--- config.mk ---
export PLATFORM = sky130hd
export DESIGN_NAME = ccd_edge_reader
export DESIGN_NICKNAME = d
export VERILOG_FILES = /design/src/rtl/ccd_pkg.sv /design/src/rtl/ccd_edge_fifo.sv /design/src/rtl/ccd_edge_reader.sv
export SDC_FILE = /design/constraint.sdc
export NUM_CORES = 1
export LEC_CHECK = 0
export CAP_MARGIN = 5
export CORE_ASPECT_RATIO = 2
export CORE_UTILIZATION = 60
export DETAILED_ROUTE_END_ITERATION = 16
export PLACE_DENSITY = 0.79
export SYNTH_ARGS = -nofsm -noshare
export SYNTH_HDL_FRONTEND = slang
export SYNTH_SLANG_ARGS = --single-unit
--- constraint.sdc ---
create_clock -name clk -period 3.3 [get_ports clk]
set_input_delay 0.33 -clock clk [delete_from_list [all_inputs] [get_ports clk]]
set_output_delay 0.33 -clock clk [all_outputs]
set_load 0.02 [all_outputs]
--- src/rtl/ccd_pkg.sv ---
// Shared types and helpers for the CCD edge reader.
//   ccd_state_e : line-framing FSM states
//   edge_rec_w  : edge record width for a given pixel-index width ({pol, pos})
//   edge_pack / edge_pol_of / edge_pos_of : record (un)packing on a max-width container
package ccd_pkg;

  typedef enum logic [1:0] {StIdle, StArmed, StLine} ccd_state_e;

  localparam int unsigned EdgePolW    = 1;
  localparam int unsigned EdgeMaxPixW = 32;

  // Container wide enough for any supported PIX_W; callers size-cast to their record width.
  typedef logic [EdgeMaxPixW:0]   edge_rec_t;
  typedef logic [EdgeMaxPixW-1:0] edge_pos_t;

  function automatic int unsigned edge_rec_w(input int unsigned pix_w);
    return pix_w + EdgePolW;
  endfunction

  // pos must already be zero above bit pix_w-1.
  function automatic edge_rec_t edge_pack(input logic pol, input edge_pos_t pos,
                                          input int unsigned pix_w);
    return {1'b0, pos} | (edge_rec_t'(pol) << pix_w);
  endfunction

  function automatic logic edge_pol_of(input edge_rec_t rec, input int unsigned pix_w);
    return |((rec >> pix_w) & edge_rec_t'(1));
  endfunction

  function automatic edge_pos_t edge_pos_of(input edge_rec_t rec, input int unsigned pix_w);
    return rec[EdgeMaxPixW-1:0] & ~({EdgeMaxPixW{1'b1}} << pix_w);
  endfunction

endpackage

--- src/rtl/ccd_edge_fifo.sv ---
// Show-ahead synchronous FIFO for edge records.
//   clk, rst      : clock, asynchronous active-high reset
//   flush         : synchronous empty (pointers and count cleared)
//   push, push_data : write request; accepted if not full or if a pop happens in the same clk
//   dropped       : push rejected because full with no pop
//   out_valid, out_ready, out_data : head of queue with valid/ready handshake
//   full, empty   : occupancy flags
module ccd_edge_fifo #(
  parameter int unsigned Depth = 8,
  parameter int unsigned Width = 12
) (
  input  logic             clk,
  input  logic             rst,
  input  logic             flush,
  input  logic             push,
  input  logic [Width-1:0] push_data,
  output logic             dropped,
  output logic             out_valid,
  input  logic             out_ready,
  output logic [Width-1:0] out_data,
  output logic             full,
  output logic             empty
);

  localparam int unsigned AddrW = (Depth > 1) ? $clog2(Depth) : 1;

  logic [Width-1:0] mem_q [Depth];
  logic [AddrW-1:0] wptr_q, rptr_q;
  logic [AddrW:0]   count_q;
  logic             pop, push_ok;

  assign full      = (count_q == (AddrW+1)'(Depth));
  assign empty     = (count_q == '0);
  assign pop       = !empty && out_ready;
  assign push_ok   = push && (!full || pop);
  assign dropped   = push && full && !pop;
  assign out_valid = !empty;
  assign out_data  = mem_q[rptr_q];

  always_ff @(posedge clk or posedge rst) begin
    if (rst) begin
      wptr_q  <= '0;
      rptr_q  <= '0;
      count_q <= '0;
    end else if (flush) begin
      wptr_q  <= '0;
      rptr_q  <= '0;
      count_q <= '0;
    end else begin
      if (push_ok) wptr_q <= wptr_q + AddrW'(1);
      if (pop)     rptr_q <= rptr_q + AddrW'(1);
      count_q <= count_q + (AddrW+1)'(push_ok) - (AddrW+1)'(pop);
    end
  end

  // Storage needs no reset: out_valid gates every read of it.
  always_ff @(posedge clk) begin
    if (push_ok && !flush) mem_q[wptr_q] <= push_data;
  end

endmodule

--- src/rtl/ccd_edge_reader.sv ---
// CCD line reader with glitch-filtered edge detection.
//   clk, rst   : clock, asynchronous active-high reset
//   en         : block enable; low forces idle, flushes the FIFO and clears overflow
//   sh_pulse, ccd_pulse, data_in : asynchronous line start, pixel strobe and video bit
//   edge_pos, edge_pol, edge_valid, edge_ready : FIFO head of {polarity, pixel index} records
//   line_done  : one-clk pulse after the last pixel of a complete line
//   line_edges : saturating edge count of the last completed line
//   overflow   : sticky, a record was dropped on a full FIFO
module ccd_edge_reader
  import ccd_pkg::*;
#(
  parameter int unsigned PIX_W      = 11,
  parameter int unsigned NUM_PIX    = 2048,
  parameter int unsigned MIN_RUN    = 2,
  parameter int unsigned FIFO_DEPTH = 8,
  parameter int unsigned CNT_W      = 6
) (
  input  logic             clk,
  input  logic             rst,
  input  logic             en,
  input  logic             sh_pulse,
  input  logic             ccd_pulse,
  input  logic             data_in,
  output logic [PIX_W-1:0] edge_pos,
  output logic             edge_pol,
  output logic             edge_valid,
  input  logic             edge_ready,
  output logic             line_done,
  output logic [CNT_W-1:0] line_edges,
  output logic             overflow
);

  localparam int unsigned      RecW      = edge_rec_w(PIX_W);
  localparam int unsigned      RunW      = $clog2(MIN_RUN + 1);
  localparam logic [PIX_W-1:0] LastPix   = PIX_W'(NUM_PIX - 1);
  localparam logic [RunW-1:0]  RunAccept = RunW'(MIN_RUN);

  // Synchronisers; the third stage of sh/ccd is the edge-detect history.
  logic [2:0] sh_sr, ccd_sr;
  logic [1:0] data_sr;
  logic       sh_rise, ccd_rise, sample;

  always_ff @(posedge clk or posedge rst) begin
    if (rst) begin
      sh_sr   <= '0;
      ccd_sr  <= '0;
      data_sr <= '0;
    end else begin
      sh_sr   <= {sh_sr[1:0], sh_pulse};
      ccd_sr  <= {ccd_sr[1:0], ccd_pulse};
      data_sr <= {data_sr[0], data_in};
    end
  end

  assign sh_rise  = sh_sr[1] & ~sh_sr[2];
  assign ccd_rise = ccd_sr[1] & ~ccd_sr[2];
  assign sample   = data_sr[1];

  // Line-framing FSM
  ccd_state_e state_q, state_d;
  logic [PIX_W-1:0] pix_cnt_q;
  logic line_start, pix_take, last_pix;

  always_comb begin
    state_d = state_q;
    unique case (state_q)
      StIdle:  if (en) state_d = StArmed;
      StArmed: if (sh_rise) state_d = StLine;
      StLine:  if (last_pix) state_d = StArmed;
      default: state_d = StIdle;
    endcase
    if (!en) state_d = StIdle;
  end

  always_ff @(posedge clk or posedge rst) begin
    if (rst) state_q <= StIdle;
    else     state_q <= state_d;
  end

  // sh rise wins over a coincident ccd rise: it restarts (or aborts) the line.
  assign line_start = en && sh_rise && (state_q == StArmed || state_q == StLine);
  assign pix_take   = en && !sh_rise && ccd_rise && (state_q == StLine);
  assign last_pix   = pix_take && (pix_cnt_q == LastPix);

  // Run-length filter
  logic             level_q;
  logic [RunW-1:0]  run_q, run_inc;
  logic [PIX_W-1:0] cand_pos_q, acc_pos;
  logic [CNT_W-1:0] line_cnt_q, cnt_next, line_edges_q;
  logic             first_pix, differ, accept;
  logic             push_q, line_done_q, overflow_q;
  logic [RecW-1:0]  rec_q, head_rec;
  logic             fifo_dropped, fifo_full, fifo_empty;

  assign first_pix = (pix_cnt_q == '0);
  assign differ    = (sample != level_q);
  assign run_inc   = run_q + RunW'(1);
  assign accept    = pix_take && !first_pix && differ && (run_inc == RunAccept);
  assign acc_pos   = (run_q == '0) ? pix_cnt_q : cand_pos_q;
  assign cnt_next  = (accept && !(&line_cnt_q)) ? line_cnt_q + CNT_W'(1) : line_cnt_q;

  always_ff @(posedge clk or posedge rst) begin
    if (rst) begin
      pix_cnt_q    <= '0;
      level_q      <= 1'b0;
      run_q        <= '0;
      cand_pos_q   <= '0;
      line_cnt_q   <= '0;
      line_edges_q <= '0;
      push_q       <= 1'b0;
      rec_q        <= '0;
      line_done_q  <= 1'b0;
      overflow_q   <= 1'b0;
    end else if (!en) begin
      pix_cnt_q   <= '0;
      run_q       <= '0;
      line_cnt_q  <= '0;
      push_q      <= 1'b0;
      line_done_q <= 1'b0;
      overflow_q  <= 1'b0;
    end else begin
      line_done_q <= last_pix;
      push_q      <= accept;
      if (accept) rec_q <= RecW'(edge_pack(sample, edge_pos_t'(acc_pos), PIX_W));
      if (fifo_dropped) overflow_q <= 1'b1;
      if (line_start) begin
        pix_cnt_q  <= '0;
        run_q      <= '0;
        line_cnt_q <= '0;
      end else if (pix_take) begin
        pix_cnt_q  <= pix_cnt_q + PIX_W'(1);
        line_cnt_q <= last_pix ? '0 : cnt_next;
        if (last_pix) line_edges_q <= cnt_next;
        if (first_pix || accept) begin
          level_q <= sample;
          run_q   <= '0;
        end else if (!differ) begin
          run_q <= '0;
        end else begin
          if (run_q == '0) cand_pos_q <= pix_cnt_q;
          run_q <= run_inc;
        end
      end
    end
  end

  ccd_edge_fifo #(
    .Depth (FIFO_DEPTH),
    .Width (RecW)
  ) u_fifo (
    .clk       (clk),
    .rst       (rst),
    .flush     (!en),
    .push      (push_q),
    .push_data (rec_q),
    .dropped   (fifo_dropped),
    .out_valid (edge_valid),
    .out_ready (edge_ready),
    .out_data  (head_rec),
    .full      (fifo_full),
    .empty     (fifo_empty)
  );

  // Head fields read as zero while the FIFO is empty.
  assign edge_pos   = edge_valid ? PIX_W'(edge_pos_of(edge_rec_t'(head_rec), PIX_W)) : '0;
  assign edge_pol   = edge_valid && edge_pol_of(edge_rec_t'(head_rec), PIX_W);
  assign line_done  = line_done_q;
  assign line_edges = line_edges_q;
  assign overflow   = overflow_q;

  logic unused_flags;
  assign unused_flags = fifo_full ^ fifo_empty;

endmodule

Word-level counts from Yosys, hierarchy flattened
Memories as Yosys holds them, arrays and structs flattened.
Cells that the tools add are included.
{"block": "word_totals", "reg_bits": 72, "mem_bits_rw": 96, "in_bits": 7, "out_inout_bits": 21, "memories": 1}
{"memory": "u_fifo.mem_q", "depth": 8, "word_bits": 12, "rd": 1, "rd_ports_with_merged_regs": 0, "write_ports": 1, "line": "ccd_edge_fifo.sv:27", "source": "logic [Width-1:0] mem_q [Depth];"}
{"block": "op_classes", "n_addsub": 7, "eq_ne": 12, "muxes": 30, "bitwise": 7, "reduce_logical": 35}
{"cell": "2-to-1 mux 11 bit", "n": 5}
{"cell": "2-to-1 mux 6 bit", "n": 5}
{"cell": "logical AND 1 bit", "n": 16}
{"cell": "2-to-1 mux 2 bit", "n": 8}
{"cell": "2-to-1 mux 3 bit", "n": 4}
{"cell": "bitwise OR 11 x 12 -> 12 bit", "n": 1}
{"cell": "adder 11 x 1 -> 11 bit (second input constant)", "n": 1}
{"cell": "== test 11 bit (second input constant)", "n": 1}
{"cell": "logical NOT 11 bit", "n": 1}
{"cell": "AND reduction 4 bit", "n": 2}
{"cell": "adder 3 x 1 -> 3 bit (second input constant)", "n": 2}
{"cell": "adder 6 x 1 -> 6 bit (second input constant)", "n": 1}
{"cell": "logical NOT 1 bit", "n": 6}
{"cell": "2-to-1 mux 1 bit", "n": 6}
{"cell": "inequality test 2 x 1 -> 1 bit (second input constant)", "n": 3}
{"cell": "inequality test 3 bit (second input constant)", "n": 2}
{"cell": "one-hot mux 2 bit (3 select lines)", "n": 1}
{"cell": "AND reduction 6 bit", "n": 1}
{"cell": "AND reduction 5 bit", "n": 1}
{"cell": "adder 4 x 1 -> 4 bit", "n": 1}
{"cell": "== test 2 bit (second input constant)", "n": 2}
{"cell": "== test 4 bit (second input constant)", "n": 1}
{"cell": "logical NOT 2 bit", "n": 2}
{"cell": "logical NOT 4 bit", "n": 1}
{"cell": "10 further kinds", "n": 17}

Depth between registers and ports, before layout
{"block": "depth", "word_depth": 15, "ltp_mapped": 13}

Cells and area by module
Synthesis repeated with hierarchy kept, for this count alone.
{"block": "unflattened", "cells_unflattened": 500, "area_unflattened_um2": 7370.8}
{"mod": "ccd_edge_fifo", "n_inst": 1, "cells_per_inst": 228, "area_each_um2": 4357.9, "seq_area_each_um2": 3133.0}
{"mod": "ccd_edge_reader", "n_inst": 1, "cells_per_inst": 272, "area_each_um2": 3012.9, "seq_area_each_um2": 1551.5}

Worst setup path before layout
Ideal clock, no wire load.
{"block": "synth_timing", "path_kind": "register to register", "start": "reg u_fifo.count_q[2]", "end": "mem u_fifo.mem_q[1][0] (enable)", "setup_ns": 0.396, "arrival_ns": 2.221, "setup_slack_ns": 0.683, "path_stages_with_launch": 7, "cell_sequence": "dfrtp_1 > inv_1 > ha_1 > nand2b_1 > a31oi_1 > nand3_1 > nor3_1"}
{"block": "synth_between", "elab_chain_len": 8, "word_cells_on_any_way": 10, "classes_between": "eq/ne (1); mux (2); reduce/logical (7)"}
{"element": "from (decl)", "line": "ccd_edge_fifo.sv:29", "source": "logic [AddrW:0] count_q;"}
{"element": "from (signal assigned)", "line": "ccd_edge_fifo.sv:52", "source": "count_q <= count_q + (AddrW+1)'(push_ok) - (AddrW+1)'(pop);"}
{"element": "logical NOT 4 bit", "line": "ccd_edge_fifo.sv:33", "source": "assign empty = (count_q == '0);"}
{"element": "logical NOT 1 bit", "line": "ccd_edge_fifo.sv:34", "source": "assign pop = !empty && out_ready;"}
{"element": "logical AND 1 bit", "line": "ccd_edge_fifo.sv:34"}
{"element": "logical OR 1 bit *", "line": "ccd_edge_fifo.sv:35", "source": "assign push_ok = push && (!full || pop);"}
{"element": "logical AND 1 bit *", "line": "ccd_edge_fifo.sv:35"}
{"element": "logical AND 1 bit *", "line": "ccd_edge_fifo.sv:58", "source": "if (push_ok && !flush) mem_q[wptr_q] <= push_data;"}
{"element": "2-to-1 mux 1 bit *", "line": "ccd_edge_fifo.sv:58"}
{"element": "2-to-1 mux 1 bit (not written as such) *", "line": "ccd_edge_fifo.sv:58"}
{"element": "to (decl)", "line": "ccd_edge_fifo.sv:27"}
Mark *: on every way between the ends. The rest lies on a longest branch, timed or not.

Final worst setup path
{"block": "layout_timing", "start": "reg u_fifo.rptr_q[0]", "end": "out edge_pos[10]"}
{"block": "layout_between", "elab_chain_len": 2}
{"element": "from (decl)", "line": "ccd_edge_fifo.sv:28", "source": "logic [AddrW-1:0] wptr_q, rptr_q;"}
{"element": "from (signal assigned)", "line": "ccd_edge_fifo.sv:51", "source": "if (pop) rptr_q <= rptr_q + AddrW'(1);"}
{"element": "memory read (8 x 12 bit)"}
{"element": "2-to-1 mux 11 bit", "line": "ccd_edge_reader.sv:165", "source": "assign edge_pos = edge_valid ? PIX_W'(edge_pos_of(edge_rec_t'(head_rec), PIX_W)) : '0;"}
{"element": "to (decl)", "line": "ccd_edge_reader.sv:24", "source": "output logic [PIX_W-1:0] edge_pos,"}
No other way between the ends.

==> results.json <==
{
  "crit_required_ns": 2.97,
  "cp-endpoint": "edge_pos[10]",
  "hold_viol": 0,
  "crit_buf_inv": 2,
  "clockPowerShare": 0.365,
  "wire_per_inst_um": 20.2,
  "cts_buffers": 17,
  "ff2ff_path_depth": 13,
  "drive_gt1_frac": 0.187,
  "ys_top_cells_by_area": "edfxtp_1 (40%), dfrtp_1 (25%), mux4_2 (7.5%)",
  "yosysMostFrequentCell": "edfxtp_1",
  "fin_nets": 547,
  "clock_latency_ns": 0.42,
  "fillers": 734,
  "synthCells": 475,
  "ys_async_sr_fraction": 0.429,
  "pwr-share-seq": 0.423,
  "ys_seq_area_frac": 0.654,
  "grt.total_usage": 0.249,
  "maxCapViolCount": 0,
  "core_region_area_sq_um": 11700,
  "cp_top_family": "multiplexers",
  "drc_errors": 0,
  "clock_path_buffers": 2,
  "worst-setup-path-type": "flop to output pin",
  "ir_drop_v": 0.000432,
  "path_clk_slew_ns": 0.06,
  "synth-seq-cells": 168,
  "worst_path_max_delay_cell": "mux4_2",
  "final.setup.tns_ns": 0,
  "avgViaCountPerCell": 5.90,
  "yosys_warnings": 0,
  "intPower_mw": 4.01,
  "postCtsSetupBuffers": 0,
  "die-width_um": 79.3,
  "dieArea_sq_um": 12400,
  "avgSynthCellArea_sq_um": 15.1,
  "timing.fmax_ghz": 0.347,
  "path_depth": 5,
  "wl_mm": 13.7,
  "firstDrtPassIters": 5,
  "cpPeakStageDelay_ns": 0.56,
  "fin_crit_sh": 0.874,
  "cts_sinks": 168,
  "ff2ff_setup_slack_ns": 0.77,
  "instances_no_fill": 681,
  "overflow": 0,
  "start_kind": "flop",
  "pwr_density_cell_nw_per_um2": 655,
  "rr_endpoint": "u_fifo.count_q[2]$_DFF_PP0_",
  "yosysUniqueCellTypes": 51,
  "multiInputGateArea_sq_um": 2320,
  "portBuffers": 27,
  "path_cells": "buf_12 -> mux4_2 -> mux2i_1 -> nor2_1 -> clkdlybuf4s50_1",
  "leakagePower_nw": 3.39,
  "outcome": "finished, final reports clean",
  "drtIter0Drc": 202,
  "antenna_found_initial": 0,
  "start_util": 0.612,
  "reg2reg_from": "u_fifo.count_q[2]$_DFF_PP0_",
  "syn-cell-area_sq_um": 7170,
  "cts_max_level": 4,
  "synth_commonest_cells": "edfxtp_1 (96), dfrtp_1 (72), nor2_1 (52), mux2i_1 (28), nand2_1 (25)",
  "hpwl_mm": 9.02,
  "vias": 4016,
  "grt_max_degree": 38,
  "period_needed_ns": 2.88,
  "slew_headroom": 0.447,
  "maxSlewViolCount": 0,
  "worst_pin_slew_ns": 0.823,
  "yosys.area.top_type": "edfxtp_1",
  "grt_pass1_vias": 4291,
  "cts_root_buffer": "clkbuf_16",
  "area_growth_pct": 16.1,
  "setup_viol": 0,
  "synthesis.nets": 499,
  "drtAntennaViolNets": 0,
  "fp.dieH_um": 157,
  "combPwrFrac": 0.212,
  "rsz0062_at_grt": "false",
  "p_sw_mw": 1.43,
  "grt_pass1_wl_mm": 22.0,
  "worstSetupEndpointType": "output pin",
  "crit_fanout": 24,
  "ctsResizeCount": 0,
  "gp_congestion": 0.843,
  "dp.cells": 649,
  "finalClockSkew_ns": 0.00702,
  "holdBufCountCts": 0,
  "hp-class": "primary input to flop",
  "synth_edf_count": 96,
  "synth_ff_type": "edfxtp_1",
  "row_count": 56,
  "ff_latch_area_sq_um": 4680,
  "netlist.area_leader.share": 0.402,
  "startpoint": "u_fifo.rptr_q[0]$_DFFE_PP0P_",
  "antenna_cells": 0,
  "switching_share": 0.263,
  "ios": 28,
  "tritoncts": "done",
  "worst_ep_arrival_time_ns": 2.55
}
[worst reg2reg max path: cells and delay by family (launching register included)]
| kind | cells | cell delay, ns |
|---|---|---|
| AND/OR/NAND/NOR | 3 | 0.32 |
| buffers and inverters | 5 | 0.54 |
| flip-flops | 1 | 0.36 |
| adder cells (fa/ha/maj) | 4 | 1.05 |
| XOR/XNOR | 1 | 0.15 |
[state kept, by name, indices dropped and copies added, names as in the netlist, 2 cells and up]
signal,cells
u_fifo.mem_q,96
rec_q,12
cand_pos_q,11
pix_cnt_q,11
line_cnt_q,6
line_edges,6
u_fifo.count_q,4
ccd_sr,3
sh_sr,3
u_fifo.rptr_q,3
u_fifo.wptr_q,3
data_sr,2
run_q,2
state_q,2
[layout make-up]
cell class	instances	area share
Clock buffer	17	0.0511
Clock inverter	15	0.0214
Inverter	19	0.00857
Multi-Input combinational cell	269	0.279
Sequential cell	168	0.563
Tap cell	145	0.0218
Timing Repair Buffer	48	0.0545
[cell usage in the layout, fill, tap and decap left out, drive strengths merged, types with 3 or more instances in the layout]
cell type and count:
edfxtp 96, dfrtp 72, nor2 53, mux2i 28, clkdlybuf4s50 27, nand2 25, mux4 24, buf 21
inv 20, a21oi 17, clkbuf 17, ha 16, mux2 15, o21ai 13, xnor2 11, nand2b 8
xor2 8, nor3 8, nand3 7, clkinv 7, and4 5, and2 4, clkinvlp 4, bufinv 3
nor4 3
[cell families after synthesis]
group | Yosys count | share of synthesized area
muxes | 67 | 0.143
adders and majority gates | 17 | 0.0307
AOI/OAI and AO/OA | 42 | 0.0346
buffers and inverters | 38 | 0.0230
DFF | 168 | 0.654
xor gates and xnor gates | 19 | 0.0232
and+or+nand+nor | 124 | 0.0915
[power by group through the flow]
stage	clock [mW]	combinational [mW]	sequential (mW)
global placement	0	1.11	2.35
finish	1.99	1.15	2.31
CTS	2.01	1.17	2.31
floorplan	0	0.797	2.32
global route	2.10	1.25	2.31
detailed placement	0	1.16	2.35
[metal layers]
metal / routed length [um] / global-route usage / up-vias
met1: 4710 / 0.243 / 2049
met3: 360 / 0.0618 / 28
met2: 8310 / 0.482 / 97
met5: 0 / 0 / -
met4: 346 / 0.0996 / 0
li1: - / - / 1842
[metrics by stage]
step | hold WS, ns | area, sq um | util | power [mW] | setup slack, ns
after floorplan | 0.331 | 7170 | - | 3.12 | 0.683
after global placement | 0.334 | 7710 | 0.659 | 3.46 | 0.747
after detailed placement | 0.337 | 7710 | 0.659 | 3.51 | 0.710
after CTS | 0.338 | 8320 | 0.711 | 5.49 | 0.366
after global routing | 0.341 | 8320 | 0.711 | 5.66 | 0.300
final | 0.350 | 8320 | 0.711 | 5.45 | 0.417
[worst min-delay path by stage]
stage                    startpoint              endpoint  cells past startpoint
3_5_place_dp    ccd_sr[0]$_DFF_PP0_   ccd_sr[1]$_DFF_PP0_                      0
2_1_floorplan   ccd_sr[0]$_DFF_PP0_   ccd_sr[1]$_DFF_PP0_                      0
6_report                    data_in  data_sr[0]$_DFF_PP0_                      1
4_1_cts                     data_in  data_sr[0]$_DFF_PP0_                      1
5_1_grt                    sh_pulse    sh_sr[0]$_DFF_PP0_                      1
3_3_place_gp   data_sr[0]$_DFF_PP0_  data_sr[1]$_DFF_PP0_                      0
(Power assumes the default switching activity.)
